<file path="config.mk">
export PLATFORM = sky130hd
export DESIGN_NAME = alu_arbiter_flat
export DESIGN_NICKNAME = d
export VERILOG_FILES = /design/src/rtl/alu_arbiter_if.sv /design/src/rtl/alu_arbiter.sv /design/src/flat_wrapper.sv
export SDC_FILE = /design/constraint.sdc
export NUM_CORES = 1
export LEC_CHECK = 0
export ABC_AREA = 1
export ABC_CLOCK_PERIOD_IN_PS = 4200
export BUFFER_PORTS_ARGS = -buffer_cell sky130_fd_sc_hd__buf_4
export CAP_MARGIN = 40
export CORE_MARGIN = 10
export CORE_UTILIZATION = 45
export DETAILED_ROUTE_END_ITERATION = 10
export GPL_TIMING_DRIVEN = 0
export MAX_ROUTING_LAYER = met4
export PLACE_DENSITY_LB_ADDON = 0.05
export SLEW_MARGIN = 20
export SYNTH_ARGS = -nofsm -noshare
export SYNTH_HDL_FRONTEND = slang
export SYNTH_SLANG_ARGS = --single-unit
export TNS_END_PERCENT = 10
</file>
<file path="constraint.sdc">
create_clock -name clk -period 4.2 [get_ports clk]
set_input_delay 0.84 -clock clk [delete_from_list [all_inputs] [get_ports clk]]
set_output_delay 0.84 -clock clk [all_outputs]
set_load 0.02 [all_outputs]
</file>
<file path="src/rtl/alu_arbiter_if.sv">
// Bundle of requester, ALU-side and response signals around the shared ALU arbiter.
// The slave modport is the arbiter's view; master is the environment's view.
interface alu_arbiter_if #(
  parameter int SIZE = 32
);
  logic            req0_valid_i;
  logic            req0_ready_o;
  logic [2:0]      req0_f3_i;
  logic [6:0]      req0_f7_i;
  logic [SIZE-1:0] req0_op1_i;
  logic [SIZE-1:0] req0_op2_i;
  logic            req1_valid_i;
  logic            req1_ready_o;
  logic [2:0]      req1_f3_i;
  logic [6:0]      req1_f7_i;
  logic [SIZE-1:0] req1_op1_i;
  logic [SIZE-1:0] req1_op2_i;
  logic [2:0]      alu_f3_o;
  logic [6:0]      alu_f7_o;
  logic [SIZE-1:0] alu_op1_o;
  logic [SIZE-1:0] alu_op2_o;
  logic [SIZE-1:0] alu_res_i;
  logic            rsp_valid_o;
  logic            rsp_id_o;
  logic [SIZE-1:0] rsp_data_o;
  logic            rsp_ready_i;

  modport slave (
    input  req0_valid_i, req0_f3_i, req0_f7_i, req0_op1_i, req0_op2_i,
    input  req1_valid_i, req1_f3_i, req1_f7_i, req1_op1_i, req1_op2_i,
    output req0_ready_o, req1_ready_o,
    output alu_f3_o, alu_f7_o, alu_op1_o, alu_op2_o,
    input  alu_res_i,
    output rsp_valid_o, rsp_id_o, rsp_data_o,
    input  rsp_ready_i
  );

  modport master (
    output req0_valid_i, req0_f3_i, req0_f7_i, req0_op1_i, req0_op2_i,
    output req1_valid_i, req1_f3_i, req1_f7_i, req1_op1_i, req1_op2_i,
    input  req0_ready_o, req1_ready_o,
    input  alu_f3_o, alu_f7_o, alu_op1_o, alu_op2_o,
    output alu_res_i,
    input  rsp_valid_o, rsp_id_o, rsp_data_o,
    output rsp_ready_i
  );
endinterface

</file>
<file path="src/rtl/alu_arbiter.sv">
// Round-robin arbiter sharing one combinational ALU between two requesters.
// Optional macro ALU_ARB_PIPE_EN overlaps the next grant with the response handshake.
module alu_arbiter #(
  parameter int SIZE = 32
) (
  input  logic          clk,
  input  logic          rst,
  alu_arbiter_if.slave  bus
);

  typedef enum logic [1:0] {IDLE, EXEC, RESP} state_e;

  state_e          state_q, state_d;
  logic [2:0]      f3_q, f3_d;
  logic [6:0]      f7_q, f7_d;
  logic [SIZE-1:0] op1_q, op1_d;
  logic [SIZE-1:0] op2_q, op2_d;
  logic [SIZE-1:0] data_q, data_d;
  logic            id_q, id_d;
  logic            last_q, last_d;
  logic            grant_en, sel1, rdy0, rdy1, accept;

  always_comb begin
    grant_en = (state_q == IDLE);
`ifdef ALU_ARB_PIPE_EN
    grant_en = grant_en || ((state_q == RESP) && bus.rsp_ready_i);
`endif
    // On a tie, the requester that did not win last time is served.
    sel1   = bus.req1_valid_i && (!bus.req0_valid_i || !last_q);
    rdy0   = grant_en && bus.req0_valid_i && !sel1;
    rdy1   = grant_en && sel1;
    accept = rdy0 || rdy1;

    state_d = state_q;
    f3_d    = f3_q;
    f7_d    = f7_q;
    op1_d   = op1_q;
    op2_d   = op2_q;
    data_d  = data_q;
    id_d    = id_q;
    last_d  = last_q;

    case (state_q)
      IDLE: if (accept) state_d = EXEC;
      EXEC: begin
        data_d  = bus.alu_res_i;
        state_d = RESP;
      end
      RESP: if (bus.rsp_ready_i) state_d = accept ? EXEC : IDLE;
      default: state_d = IDLE;
    endcase

    if (accept) begin
      f3_d   = sel1 ? bus.req1_f3_i  : bus.req0_f3_i;
      f7_d   = sel1 ? bus.req1_f7_i  : bus.req0_f7_i;
      op1_d  = sel1 ? bus.req1_op1_i : bus.req0_op1_i;
      op2_d  = sel1 ? bus.req1_op2_i : bus.req0_op2_i;
      id_d   = sel1;
      last_d = sel1;
    end
  end

  always_ff @(posedge clk or posedge rst) begin
    if (rst) begin
      state_q <= IDLE;
      f3_q    <= '0;
      f7_q    <= '0;
      op1_q   <= '0;
      op2_q   <= '0;
      data_q  <= '0;
      id_q    <= 1'b0;
      last_q  <= 1'b1;
    end else begin
      state_q <= state_d;
      f3_q    <= f3_d;
      f7_q    <= f7_d;
      op1_q   <= op1_d;
      op2_q   <= op2_d;
      data_q  <= data_d;
      id_q    <= id_d;
      last_q  <= last_d;
    end
  end

  // Ready is masked while reset is held; the mask stays off the state path.
  assign bus.req0_ready_o = rdy0 && !rst;
  assign bus.req1_ready_o = rdy1 && !rst;
  assign bus.alu_f3_o     = f3_q;
  assign bus.alu_f7_o     = f7_q;
  assign bus.alu_op1_o    = op1_q;
  assign bus.alu_op2_o    = op2_q;
  assign bus.rsp_valid_o  = (state_q == RESP);
  assign bus.rsp_id_o     = id_q;
  assign bus.rsp_data_o   = data_q;

endmodule
</file>
<file path="src/flat_wrapper.sv">
// flat-port wrapper written by rule: the top's interface ports become plain ports
module alu_arbiter_flat 
#(
  parameter int SIZE = 32
)
  (clk, rst, bus_req0_valid_i, bus_req0_f3_i, bus_req0_f7_i, bus_req0_op1_i, bus_req0_op2_i, bus_req1_valid_i, bus_req1_f3_i, bus_req1_f7_i, bus_req1_op1_i, bus_req1_op2_i, bus_req0_ready_o, bus_req1_ready_o, bus_alu_f3_o, bus_alu_f7_o, bus_alu_op1_o, bus_alu_op2_o, bus_alu_res_i, bus_rsp_valid_o, bus_rsp_id_o, bus_rsp_data_o, bus_rsp_ready_i);
  alu_arbiter_if #(.SIZE(SIZE)) bus_i ();
  input  logic clk;
  input  logic rst;
  input wire logic [$bits(bus_i.req0_valid_i)-1:0] bus_req0_valid_i;
  input wire logic [$bits(bus_i.req0_f3_i)-1:0] bus_req0_f3_i;
  input wire logic [$bits(bus_i.req0_f7_i)-1:0] bus_req0_f7_i;
  input wire logic [$bits(bus_i.req0_op1_i)-1:0] bus_req0_op1_i;
  input wire logic [$bits(bus_i.req0_op2_i)-1:0] bus_req0_op2_i;
  input wire logic [$bits(bus_i.req1_valid_i)-1:0] bus_req1_valid_i;
  input wire logic [$bits(bus_i.req1_f3_i)-1:0] bus_req1_f3_i;
  input wire logic [$bits(bus_i.req1_f7_i)-1:0] bus_req1_f7_i;
  input wire logic [$bits(bus_i.req1_op1_i)-1:0] bus_req1_op1_i;
  input wire logic [$bits(bus_i.req1_op2_i)-1:0] bus_req1_op2_i;
  output wire logic [$bits(bus_i.req0_ready_o)-1:0] bus_req0_ready_o;
  output wire logic [$bits(bus_i.req1_ready_o)-1:0] bus_req1_ready_o;
  output wire logic [$bits(bus_i.alu_f3_o)-1:0] bus_alu_f3_o;
  output wire logic [$bits(bus_i.alu_f7_o)-1:0] bus_alu_f7_o;
  output wire logic [$bits(bus_i.alu_op1_o)-1:0] bus_alu_op1_o;
  output wire logic [$bits(bus_i.alu_op2_o)-1:0] bus_alu_op2_o;
  input wire logic [$bits(bus_i.alu_res_i)-1:0] bus_alu_res_i;
  output wire logic [$bits(bus_i.rsp_valid_o)-1:0] bus_rsp_valid_o;
  output wire logic [$bits(bus_i.rsp_id_o)-1:0] bus_rsp_id_o;
  output wire logic [$bits(bus_i.rsp_data_o)-1:0] bus_rsp_data_o;
  input wire logic [$bits(bus_i.rsp_ready_i)-1:0] bus_rsp_ready_i;
  assign bus_i.req0_valid_i = bus_req0_valid_i;
  assign bus_i.req0_f3_i = bus_req0_f3_i;
  assign bus_i.req0_f7_i = bus_req0_f7_i;
  assign bus_i.req0_op1_i = bus_req0_op1_i;
  assign bus_i.req0_op2_i = bus_req0_op2_i;
  assign bus_i.req1_valid_i = bus_req1_valid_i;
  assign bus_i.req1_f3_i = bus_req1_f3_i;
  assign bus_i.req1_f7_i = bus_req1_f7_i;
  assign bus_i.req1_op1_i = bus_req1_op1_i;
  assign bus_i.req1_op2_i = bus_req1_op2_i;
  assign bus_req0_ready_o = bus_i.req0_ready_o;
  assign bus_req1_ready_o = bus_i.req1_ready_o;
  assign bus_alu_f3_o = bus_i.alu_f3_o;
  assign bus_alu_f7_o = bus_i.alu_f7_o;
  assign bus_alu_op1_o = bus_i.alu_op1_o;
  assign bus_alu_op2_o = bus_i.alu_op2_o;
  assign bus_i.alu_res_i = bus_alu_res_i;
  assign bus_rsp_valid_o = bus_i.rsp_valid_o;
  assign bus_rsp_id_o = bus_i.rsp_id_o;
  assign bus_rsp_data_o = bus_i.rsp_data_o;
  assign bus_i.rsp_ready_i = bus_rsp_ready_i;
  alu_arbiter #(.SIZE(SIZE)) u_core (.clk(clk), .rst(rst), .bus(bus_i));
endmodule
</file>
==> flow_summary_export.csv <==
group,metric,value,unit
critical_path,rrSetupSlack,2720,ps
place,portBuffers,294,
final_layout,nFillCells,1086,
yosys,syn_area,0.005460,mm²
floorplan,start_util,0.4565,
power_and_ir_drop,p_sw_frac,0.4427,
cts,root_buffer,"clkbuf_16",
critical_path,required,3360,ps
power_and_ir_drop,seqPwrFrac,0.314,
global_routing,grt_max_degree,63,
sta,fin_crit,2717,ps
global_routing,grt_pass1_vias,5888,
final_layout,area_delta_synth_final,49.56,%
critical_path,rr_worst_depth,8,
cts,clock_path_buffers,2,
power_and_ir_drop,power.total,5927,µW
cts,cts-htree-levels,3,
power_and_ir_drop,irDropWorstVdd,0.3378,mV
final_layout,final_util,0.6827,
cts,postCtsSetupRepairBufs,0,
place,gp_congestion,0.8345,
cts,tritoncts,"built",
min_path,holdPathStages,2,
sta,finalClockSkew,7.830,ps
final_layout,final_layout_size_suffix_gt1_frac,0.3478,
yosys,synth_nets,912,
outcome,status,"completed",
route,vias_per_cell,4.959,
power_and_ir_drop,p_int,3303,µW
yosys,synth_top_cell_area_share,0.4995,
critical_path,crit_type,"input pin to output port",
route,wl_per_cell,16.94,µm
cts,clock_latency,350,ps
cts,clk_pin_slew_worst_paths,70,ps
floorplan,die_h,130.2,µm
sta,fmax,368.1,MHz
route,wirelength,20.08,mm
global_routing,grt.total_usage,0.2374,
floorplan,pin_count,295,
min_path,min_to,"u_core.bus.rsp_data_o[15]$_DFFE_PP0N_",
yosys,yosys_warnings,0,
global_routing,antenna_found_initial,0,
sta,setup_viol,0,
power_and_ir_drop,power.switching,2624,µW
sta,tightest_slew,480.6,ps
critical_path,end_kind,"output port",
yosys,avgSynthCellArea,7.511,µm²
critical_path,critPathMaxFanout,10,
global_routing,grt_first_pass_wirelength,30.68,mm
critical_path,reg2reg_to,"u_core.bus.alu_op1_o[18]$_DFFE_PP0P_",
place,dp_hpwl,15.55,mm
yosys,yosys-top-cells-area,"dfrtp_1, nand2_1, nand3_1",
critical_path,crit_path_start_kind,"input pin",
power_and_ir_drop,p_leak,0.004751,µW
route,final_antenna_net_count,0,
route,first_iter_violations,450,
yosys,synth_seq_cells,110,
route,drc,0,
final_layout,num_antenna_cells,0,
power_and_ir_drop,p_clk_frac,0.141,
cts,cts_buffers,9,
sta,final_hold_viol_count,0,
yosys,yosysSeqAreaShare,0.5044,
route,num_vias,5877,
cts,cts_resized,0,
floorplan,rows,40,
yosys,yosys.area.top_type,"dfrtp_1",
yosys,synth_cell_types,17,
critical_path,rr_startpoint,"u_core.last_q$_DFFE_PP1P_",
floorplan,die_w,130.2,µm
cts,hold_buffers,0,
sta,slew_violations,0,
min_path,worstHoldStart,"u_core.bus.rsp_data_o[15]$_DFFE_PP0N_",
sta,finalCritPeriodShare,0.6468,
sta,rsz0062_at_grt,"false",
sta,max_slew_margin,0.6796,
yosys,synthCells,727,
floorplan,die-area,0.01694,mm²
min_path,hold_class,"register to register",
power_and_ir_drop,p_comb_frac,0.545,
floorplan,coreArea,0.01196,mm²
route,dr.pass1.iters,5,
cts,cts.sinks,110,
critical_path,crit_arrival,1880,ps
final_layout,nNetsFinal,1218,
global_routing,grt_overflow,0,
job,drv_cap,0,
power_and_ir_drop,cellPowerDensity,725.8,mW/mm²
sta,tns,0,ps
==> power by group through the flow <==
stage          Clock [µW]  Sequential, µW  Combinational, µW
2_1_floorplan           0            2450               1250
3_3_place_gp            0            1850               3210
3_5_place_dp            0            1870               3260
4_1_cts               849            1860               3270
5_1_grt               894            1930               3540
6_report              836            1860               3230
==> metrics by stage <==
step	cell area, µm²	instances	setup WS [ps]	hold WS (ps)
after global placement	7851	1168	-958.0	455.4
after CTS	8167	1185	1472	477.1
after detailed placement	7884	1169	1480	459.7
after floorplan	5460	727	459.4	449.9
after global routing	8167	1185	1409	489.6
final	8167	1185	1483	470.0
==> cells in the mapped netlist <==
cell type	instances
buf_4	9
nor2_1	2
buf_1	3
dfrtp_1	109
nand2_1	368
inv_1	2
nand3_1	180
nand3_4	1
nand2_4	1
buf_6	6
dfstp_2	1
buf_2	28
clkbuf_1	12
nor2_8	1
nand2_2	2
inv_2	1
nor3b_2	1
==> cells by family (layout without fill, tap and decap cells) <==
kind of cell / after synthesis / in the layout / share of synthesized area
and+or+nand+nor: 556 / 556 / 0.4329
DFF: 110 / 110 / 0.5044
buffers and inverters: 61 / 372 / 0.06278
==> sequential cells by signal, summed over array words and instances (netlist names) <==
name / count
u_core.bus.rsp_data_o: 32
u_core.bus.alu_f3_o: 3
u_core.bus.alu_op2_o: 32
u_core.state_q: 2
u_core.last_q: 1
u_core.bus.alu_op1_o: 32
u_core.bus.rsp_id_o: 1
u_core.bus.alu_f7_o: 7
==> worst max-delay path by stage <==
stage | cells past startpoint | end | slack (ps) | start
final | 7 | bus_req0_ready_o | 1480 | bus_req0_valid_i
after global routing | 7 | bus_req0_ready_o | 1410 | bus_req0_valid_i
after CTS | 7 | bus_req0_ready_o | 1470 | bus_req0_valid_i
after detailed placement | 7 | bus_req0_ready_o | 1480 | bus_req0_valid_i
after global placement | 2 | u_core.bus.alu_op2_o[16]$_DFFE_PP0P_ | -960 | rst
after floorplan | 1 | u_core.bus.alu_f3_o[0]$_DFFE_PP0P_ | 460 | rst
==> cell type report <==
| cell class | count | area, µm² | share of cell area |
|---|---|---|---|
| buffer | 58 | 331.6 | 0.04060 |
| clock buffer | 11 | 232.7 | 0.02850 |
| clock inverter | 5 | 50.05 | 0.006128 |
| inverter | 3 | 16.27 | 0.001992 |
| multi-input combinational | 556 | 2364 | 0.2894 |
| sequential | 110 | 2754 | 0.3372 |
| tap | 147 | 183.9 | 0.02252 |
| timing repair buffer | 295 | 2235 | 0.2736 |
==> routing by layer <==
layer / track usage / vias to the layer above / share of wire
met2: 0.3858 / 219 / 0.51
met1: 0.2752 / 2700 / 0.38
li1: - / 2937 / -
met5: - / - / 0
met3: 0.08682 / 21 / 0.097
met4: 0.05556 / 0 / 0.014
==> layout by cell type (no fill, tap or decap), types with 2 or more instances in the layout <==
cell type	n
nand2_2	2
nand2_1	368
buf_2	28
clkinv_2	4
clkbuf_1	14
nor2_1	2
clkbuf_16	9
buf_6	6
dfrtp_1	109
buf_4	303
buf_1	3
nand3_1	180
==> worst max-delay path, stage by stage <==
cell and delay [ps]:
buf_4 100, nand2_2 80, nand2_1 110, buf_4 210
buf_4 200, nor3b_2 170, buf_4 160
No activity file was read; power rests on OpenSTA's default activity.
